### src/rtl/muldiv_unit.sv
// Purpose : iterative RV32M multiply/divide unit (shift-add multiply, restoring divide).
// Latency : XLEN+2 cycles start->done, 1 cycle for divide-by-zero/overflow, 3 for fast multiply.
// Backpr. : no queueing; start is only honoured in IDLE, busy stalls the pipeline meanwhile.
// Option  : define MULDIV_FAST_MUL_EN for a single-cycle registered multiplier path.
module muldiv_unit #(
    parameter int XLEN = 32
) (
    input  logic            clk,
    input  logic            reset,
    input  logic            start,
    input  logic [2:0]      funct3,
    input  logic [XLEN-1:0] op_a,
    input  logic [XLEN-1:0] op_b,
    output logic            busy,
    output logic            done,
    output logic [XLEN-1:0] result
);

    localparam int CW = $clog2(XLEN);
    localparam logic [CW-1:0]   LAST    = CW'(XLEN - 1);
    localparam logic [XLEN-1:0] MIN_NEG = {1'b1, {(XLEN-1){1'b0}}};

    typedef enum logic [1:0] {
        S_IDLE = 2'd0,
        S_CALC = 2'd1,
        S_FIX  = 2'd2,
        S_FIN  = 2'd3
    } state_t;

    state_t              state;
    logic [2:0]          f3;
    logic                neg_a;
    logic                neg_b;
    logic [XLEN-1:0]     mag_a;
    logic [XLEN-1:0]     mag_b;
    logic [CW-1:0]       cnt;
    // Multiply: full product. Divide: low half holds the dividend shifting out / quotient shifting in.
    logic [2*XLEN-1:0]   prod;
    logic [XLEN-1:0]     rem;
    logic [XLEN-1:0]     res_q;

    logic                sgn_a_en;
    logic                sgn_b_en;
    logic                in_neg_a;
    logic                in_neg_b;
    logic [XLEN-1:0]     in_mag_a;
    logic [XLEN-1:0]     in_mag_b;
    logic                div0;
    logic                ovf;
    logic                spec_hit;
    logic [XLEN-1:0]     spec_res;

    logic [XLEN:0]       mul_sum;
    logic [XLEN:0]       div_shift;
    logic [XLEN:0]       div_diff;

    logic [2*XLEN-1:0]   prod_neg;
    logic [XLEN-1:0]     rem_neg;
    logic                neg_q;
    logic [XLEN-1:0]     fix_res;

`ifdef MULDIV_FAST_MUL_EN
    logic signed [XLEN:0]     fast_a;
    logic signed [XLEN:0]     fast_b;
    logic signed [2*XLEN+1:0] fast_p;

    // Magnitudes are non-negative, so zero-extending into the signed XLEN+1 operands is exact.
    always_comb begin
        fast_a = $signed({1'b0, mag_a});
        fast_b = $signed({1'b0, mag_b});
        fast_p = fast_a * fast_b;
    end
`endif

    // Decode operand signedness, magnitudes and the divide special cases straight from the inputs.
    always_comb begin
        sgn_a_en = (funct3 == 3'b001) || (funct3 == 3'b010) ||
                   (funct3 == 3'b100) || (funct3 == 3'b110);
        sgn_b_en = (funct3 == 3'b001) || (funct3 == 3'b100) || (funct3 == 3'b110);
        in_neg_a = sgn_a_en & op_a[XLEN-1];
        in_neg_b = sgn_b_en & op_b[XLEN-1];
        in_mag_a = in_neg_a ? -op_a : op_a;
        in_mag_b = in_neg_b ? -op_b : op_b;
        div0     = (op_b == '0);
        ovf      = funct3[2] & ~funct3[0] & (op_a == MIN_NEG) & (op_b == '1);
        spec_hit = funct3[2] & (div0 | ovf);
        spec_res = '0;
        if (div0) begin
            spec_res = funct3[1] ? op_a : '1;
        end else if (ovf) begin
            spec_res = funct3[1] ? '0 : op_a;
        end
    end

    // One iteration of shift-add multiply and of restoring divide.
    always_comb begin
        mul_sum   = {1'b0, prod[2*XLEN-1:XLEN]} + {1'b0, (prod[0] ? mag_a : {XLEN{1'b0}})};
        div_shift = {rem, prod[XLEN-1]};
        div_diff  = div_shift - {1'b0, mag_b};
    end

    // Sign correction and selection of the architectural result.
    always_comb begin
        neg_q    = neg_a ^ neg_b;
        prod_neg = -prod;
        rem_neg  = -rem;
        fix_res  = '0;
        case (f3)
            3'b000:                 fix_res = prod[XLEN-1:0];
            3'b001, 3'b010, 3'b011: fix_res = neg_q ? prod_neg[2*XLEN-1:XLEN] : prod[2*XLEN-1:XLEN];
            3'b100, 3'b101:         fix_res = neg_q ? prod_neg[XLEN-1:0] : prod[XLEN-1:0];
            default:                fix_res = neg_a ? rem_neg : rem;
        endcase
    end

    // Control FSM together with all datapath and output registers.
    always_ff @(posedge clk) begin
        if (reset) begin
            state  <= S_IDLE;
            busy   <= 1'b0;
            done   <= 1'b0;
            result <= '0;
            f3     <= '0;
            neg_a  <= 1'b0;
            neg_b  <= 1'b0;
            mag_a  <= '0;
            mag_b  <= '0;
            cnt    <= '0;
            prod   <= '0;
            rem    <= '0;
            res_q  <= '0;
        end else begin
            done <= 1'b0;
            case (state)
                S_IDLE: begin
                    if (start) begin
                        f3    <= funct3;
                        neg_a <= in_neg_a;
                        neg_b <= in_neg_b;
                        mag_a <= in_mag_a;
                        mag_b <= in_mag_b;
                        cnt   <= '0;
                        rem   <= '0;
                        if (spec_hit) begin
                            res_q <= spec_res;
                            state <= S_FIN;
                        end else begin
                            // Multiplier sits in the low half; dividend likewise for divides.
                            prod  <= funct3[2] ? {{XLEN{1'b0}}, in_mag_a} : {{XLEN{1'b0}}, in_mag_b};
                            busy  <= 1'b1;
                            state <= S_CALC;
                        end
                    end
                end
                S_CALC: begin
`ifdef MULDIV_FAST_MUL_EN
                    if (!f3[2]) begin
                        prod  <= fast_p[2*XLEN-1:0];
                        state <= S_FIX;
                    end else
`endif
                    begin
                        if (!f3[2]) begin
                            prod <= {mul_sum, prod[XLEN-1:1]};
                        end else if (!div_diff[XLEN]) begin
                            rem             <= div_diff[XLEN-1:0];
                            prod[XLEN-1:0]  <= {prod[XLEN-2:0], 1'b1};
                        end else begin
                            rem             <= div_shift[XLEN-1:0];
                            prod[XLEN-1:0]  <= {prod[XLEN-2:0], 1'b0};
                        end
                        cnt <= cnt + 1'b1;
                        if (cnt == LAST) begin
                            state <= S_FIX;
                        end
                    end
                end
                S_FIX: begin
                    res_q <= fix_res;
                    busy  <= 1'b0;
                    state <= S_FIN;
                end
                S_FIN: begin
                    result <= res_q;
                    done   <= 1'b1;
                    state  <= S_IDLE;
                end
                default: state <= S_IDLE;
            endcase
        end
    end

endmodule

### config.mk
export PLATFORM = sky130hd
export DESIGN_NAME = muldiv_unit
export DESIGN_NICKNAME = d
export VERILOG_FILES = /design/src/rtl/muldiv_unit.sv
export SDC_FILE = /design/constraint.sdc
export NUM_CORES = 1
export LEC_CHECK = 0
export ABC_AREA = 1
export BUFFER_PORTS_ARGS = -buffer_cell sky130_fd_sc_hd__buf_2
export CAP_MARGIN = 5
export CORE_UTILIZATION = 30
export CTS_BUF_LIST = sky130_fd_sc_hd__clkbuf_2 sky130_fd_sc_hd__clkbuf_4 sky130_fd_sc_hd__clkbuf_8
export CTS_CLUSTER_SIZE = 14
export DETAILED_ROUTE_END_ITERATION = 10
export PLACE_DENSITY = 0.56
export SLEW_MARGIN = 5
export SYNTH_ARGS = -nofsm -noshare
export SYNTH_HDL_FRONTEND = slang
export SYNTH_SLANG_ARGS = --single-unit
### constraint.sdc
create_clock -name clk -period 3.5 [get_ports clk]
set_input_delay 0 -clock clk [delete_from_list [all_inputs] [get_ports clk]]
set_output_delay 0 -clock clk [all_outputs]
set_load 0.01 [all_outputs]
[Yosys cells after proc, flatten, opt, wreduce, memory -nomap -nowiden]
Cells that the tools add are included.
Cells by class
  add/subtract/negate cells: 7
  multipliers: 0
  divide/modulo/power cells: 0
  order comparisons: 0
  equal/unequal tests: 21
  shift operators: 0
  multiplexer cells: 35
  bitwise logic cells: 9
  reduce and logical (&&, ||, !) cells: 20
Operator list (count)
  2-to-1 mux 32 bit: 18
  2-to-1 mux 64 bit: 2
  case mux 32 bit (2 select lines): 2
  case mux 64 bit (2 select lines): 1
  negation 32 bit: 3
  case mux 32 bit (3 select lines): 1
  == test 32 bit, second input constant: 2
  negation 64 bit: 1
  adder 32 x 32 -> 33 bit: 1
  subtractor 33 x 32 -> 33 bit: 1
  logical NOT 32 bit: 1
  == test 3 bit, second input constant: 4
  != test 2 bit, second input constant: 6
  AND reduction 3 bit: 4
  case mux 5 bit (2 select lines): 1
  == test 3 x 2 -> 1 bit, second input constant: 3
  case mux 2 bit (4 select lines): 1
  AND 1 bit: 6
  == test 3 x 1 -> 1 bit, second input constant: 2
  2-to-1 mux 2 bit: 3
  AND reduction 2 bit: 3
  adder 5 x 1 -> 5 bit, second input constant: 1
  == test 5 bit, second input constant: 1
  logical OR 1 bit: 5
  14 further kinds: 19
Word-level totals
  register bits: 238
  latch bits: 0
  bits in writable memories: 0
  bits in read-only memories: 0
  input bits: 70
  logic and storage cells: 106
  memories kept: 0

[Logic depth before layout (Yosys ltp)]
  depth after elaboration: 10
  gate-level depth with buffers: 20
  depth with buffers taken out: 19

[Worst setup path after synthesis]
No wires, ideal clock.
  path type: register to register
  from: reg prod[0]
  to: reg prod[61]
  setup time: 132 ps
  arrival time: 2423 ps
  slack: 944 ps
  cell stages (with the launch flop): 21
  path buffers: 1
  clock period less this slack: 2556 ps
  cells stage by stage: dfxtp_1 -> clkbuf_1 -> nand2_1 -> inv_1 -> ha_1 -> inv_1 -> fa_1 -> inv_1 -> nand2_1 -> o21ai_0 -> nand2_1 -> nand2_1 -> nand3_1 -> nand2_1 -> nand2_1 -> nand2_1 -> nand2_1 -> nand2_1 -> nor2_1 -> nand2_1 -> a21oi_1
On the way
  word-level cells in the longest chain between the ends: 4
Ends and longest elaborated chain
  from (decl): RTL line 38  | logic [2*XLEN-1:0] prod;
  from (signal assigned): RTL line 149  | prod <= funct3[2] ? {{XLEN{1'b0}}, in_mag_a} : {{XLEN{1'b0}}, in_mag_b};
  from (signal assigned): RTL line 164  | prod <= {mul_sum, prod[XLEN-1:1]};
  from (signal, indexed assignment): RTL line 167  | prod[XLEN-1:0] <= {prod[XLEN-2:0], 1'b1};
  2-to-1 mux 32 bit: RTL line 97  | mul_sum = {1'b0, prod[2*XLEN-1:XLEN]} + {1'b0, (prod[0] ? mag_a : {XLEN{1'b0}})};
  adder 32 x 32 -> 33 bit: RTL line 97
  2-to-1 mux 32 bit: RTL line 163  | if (!f3[2]) begin
  case mux 64 bit (2 select lines): RTL line 134  | case (state)
Every way passes these cells. The select of a mux whose other input is x is not followed.
A chain may end at the register's enable or synchronous reset.

[Worst setup path after layout]
  from: reg prod[31]
  to: reg rem[3]
On the way
  word-level cells in the longest chain between the ends: 4
Ends and longest elaborated chain
  subtractor 33 x 32 -> 33 bit: RTL line 99  | div_diff = div_shift - {1'b0, mag_b};
  2-to-1 mux 32 bit: RTL line 165  | end else if (!div_diff[XLEN]) begin
  2-to-1 mux 32 bit: RTL line 163
  case mux 32 bit (2 select lines): RTL line 134
  to (signal assigned): RTL line 166  | rem <= div_diff[XLEN-1:0];
  to (signal assigned): RTL line 169  | rem <= div_shift[XLEN-1:0];
  to (decl): RTL line 39  | logic [XLEN-1:0] rem;
Every way passes these cells. The select of a mux whose other input is x is not followed.

==> results.sh <==
export IMPL_status="finished, final reports clean"
export IMPL_ant_nets=0
export IMPL_root_buffer="clkbuf_8"
export IMPL_rsz0062_at_grt="no"
export IMPL_fin_nets=4082
export IMPL_start_util_pct=30.6
export IMPL_place_ws_ns=0.406
export IMPL_drive_above_1_share_pct=6.83
export IMPL_required_ns=4.00
export IMPL_syn_avg_cell_area_um2=5.54
export IMPL_skew_ns=0.0252
export IMPL_arrival_ns=3.69
export IMPL_met3_length_mm=7.99
export IMPL_relSlewSlack_pct=26.8
export IMPL_cts_made_buffers=46
export IMPL_drc=0
export IMPL_post_drt_wl_per_cell_um=19.9
export IMPL_die_y_um=268
export IMPL_ys_ff_latch=238
export IMPL_p_seq_share_pct=25.8
export IMPL_cp_max_fo=28
export IMPL_syn_cell_area_mm2=0.0212
export IMPL_power_leakage_nw=12.1
export IMPL_internal_power_mw=7.25
export IMPL_hp_class="input pin to register"
export IMPL_synth_distinct_cells=50
export IMPL_cts_sinks=238
export IMPL_worstMarginPinSlew_ns=1.09
export IMPL_cp_start_kind="register"
export IMPL_dr_total_vias=25600
export IMPL_grt_max_degree=135
export IMPL_min_period_over_period_pct=91.3
export IMPL_setup_viol=0
export IMPL_period_needed_ns=3.20
export IMPL_ys_seq_area_share_pct=22.5
export IMPL_grt_usage_pct=26.8
export IMPL_power_density_mw_per_mm2=625
export IMPL_dpl_hpwl_mm=76.6
export IMPL_startpoint="prod[31]"
export IMPL_synth_edf_count=0
export IMPL_top_layer="met5"
export IMPL_path_clk_slew_ns=0.07
export IMPL_rows=96
export IMPL_core_mm2=0.0692
export IMPL_max_cap_violations=0
export IMPL_antenna_found_initial=13
export IMPL_ys_async_sr_fraction_pct=0
export IMPL_maxSlewViolCount=0
export IMPL_layout_setup_ws_ns=0.303
export IMPL_grt_pass1_wl_mm=144
export IMPL_hold_viol=0
export IMPL_total_power_mw=15.2
export IMPL_via_per_inst=5.21
export IMPL_end_kind="register"
export IMPL_critical_path_class="register to register"
export IMPL_wl_met1_mm=42.2
export IMPL_whs_ns=0.0497
export IMPL_clock_fmax_mhz=313
export IMPL_port_buffers=103
export IMPL_ioPinCount=104
export IMPL_finalSetupTns_ns=0
export IMPL_gp_congestion=1.02
export IMPL_clock_latency_ns=0.65
export IMPL_clockBufferDepth=3
export IMPL_syn_to_final_growth_pct=15.0
export IMPL_yosysWarnings=0
export IMPL_wl_met2_mm=42.7
export IMPL_ys_flop_type="dfxtp_1"
export IMPL_fin_util_pct=35.2
export IMPL_dieArea_mm2=0.0716
export IMPL_p_clk_share_pct=20.6
export IMPL_gr_total_overflow=0
export IMPL_grt_pass1_vias=23400
export IMPL_pwr_share_comb_pct=53.6
export IMPL_ir_drop_mv=0.372
export IMPL_swShare_pct=52.3
export IMPL_r2r_start="prod[31]"
export IMPL_die_width_um=268
export IMPL_nFillCells=7957
export IMPL_synth_nets=3968
export IMPL_worstHoldStart="funct3[2]"
export IMPL_switchingPower_mw=7.95
export IMPL_dr_first_iter_drc_count=2534
export IMPL_dr_pass1_iters=8
export IMPL_netlist_instances=3821
export IMPL_cts_tree="yes"
export IMPL_cts_htree_levels=2
export IMPL_post_cts_resized=0
export IMPL_finalWirelength_mm=97.6
## per-layer routing
| layer | vias to the layer above | global-route usage [%] |
|---|---|---|
| met1 | 11800 | 35.8 |
| met2 | 1063 | 41.9 |
| met3 | 203 | 4.34 |
| met5 | - | 0 |
| li1 | 12500 | - |
| met4 | 12 | 12.3 |
## sequential cells by signal, indices dropped and copies added (netlist names), 2 cells and up
name and count:
mag_b 32, state 2, rem 32, mag_a 32, cnt 5, f3 3, result 32, res_q 32
prod 64
## cell families (layout without fill, tap and decap cells)
kind of cell / after synthesis / in the layout / share of synthesized area (%)
AO/OA/AOI/OAI: 639 / 639 / 16.3
XOR/XNOR: 79 / 79 / 3.27
adder cells (fa/ha/maj): 77 / 77 / 4.63
buffers and inverters: 614 / 762 / 11.1
flip-flops: 238 / 238 / 22.5
other: 0 / 4 / 0
AND/OR/NAND/NOR: 2174 / 2174 / 42.2
## repair_timing
| item | CTS | global route |
|---|---|---|
| hold endpoints to repair | 105 | 0 |
| setup buffers | 0 | 0 |
| hold buffers | 58 | 0 |
## stage by stage
step                instances  instance area, µm²
finish                   4904               24300
floorplan                3821               21200
global route             4901               24300
global placement         4760               22700
CTS                      4900               24300
detailed placement       4760               22700
## layout by cell type, fill, tap and decap left out, types with 4 or more instances in the layout
master         synthesis  final
inv_2                  4      6
inv_1                458    456
o22ai_1                7      7
a22oi_1               17     17
nor2_1               618    615
clkinv_2               0      9
o211ai_1              35     35
nand3_1              312    312
nand2_2                6      7
nand4_1               56     56
nor2_2                 4      7
nor3_1                42     42
dlygate4sd3_1          0     58
a31oi_1                7      7
or2_2                  4      4
buf_4                  4     49
o21ai_1               16     16
buf_12                 0      7
nand3b_1              23     23
a21oi_1              271    271
xnor2_1               30     30
diode_2                0      4
buf_2                 24    102
clkbuf_8               0     57
xor2_1                49     49
a21o_1                 4      4
clkbuf_4               0     10
o21bai_1               8      8
nand2_1             1096   1095
dfxtp_1              238    238
ha_1                  75     75
o21ai_0              257    257
## worst max-delay path, stage by stage, from the launching register on
cell     delay (ns)
dfxtp_1        0.44
inv_1          0.16
ha_1           0.25
fa_1           0.40
inv_1          0.09
nand2_1        0.07
o21ai_1        0.28
nand2_1        0.09
nand2_1        0.15
nand2_1        0.07
nand2_1        0.14
nand2_1        0.11
nand2_1        0.09
nand2_1        0.06
nand2_1        0.19
buf_12         0.22
nand2_1        0.07
nand3_1        0.08
a21oi_1        0.07
## final timing paths
path | endpoint | slack [ns] | cells after the start
hold / removal | neg_a | 0.05 | 6
setup reg to reg | rem[3] | 0.30 | 18
setup / recovery | rem[3] | 0.30 | 18
hold reg to reg | res_q[12] | 0.47 | 2
## cell type report
cell class	count	area [µm²]	share of cell area (%)
Multi-Input combinational cell	2969	14000	57.7
Sequential cell	238	4760	19.6
Inverter	464	1740	7.16
Timing Repair Buffer	216	1600	6.57
Tap cell	931	1160	4.79
Clock buffer	67	860	3.53
Clock inverter	15	146	0.602
Antenna cell	4	10.0	0.0411
## power by group through the flow
stage	combinational (mW)	sequential, mW	clock (mW)
floorplan	5.20	3.60	0
global placement	7.91	3.92	0
detailed placement	7.86	3.92	0
CTS	7.95	3.87	3.19
global route	8.89	3.94	3.30
finish	8.15	3.92	3.13
## synthesized netlist by cell type, drive strengths merged, types with 3 or more instances
cell    instances  area, µm²
xnor2          30        263
a32oi           3       26.3
nand2        1102       4150
xor2           49        429
a21boi          3       22.5
nand3b         23        173
ha             75        938
buf            34        173
clkbuf        116        438
a21o            4       30.0
nor3           42        210
or2             5       31.3
dfxtp         238       4760
nor4            4       31.3
inv           462       1730
a31oi           7       43.8
o211ai         35        263
o21bai          9       78.8
nor2          624       2370
a21oi         271       1360
nand4          57        363
nand3         313       1570
o21ai         274       1380
o22ai           7       43.8
a22oi          17        128
(Power assumes the default switching activity.)
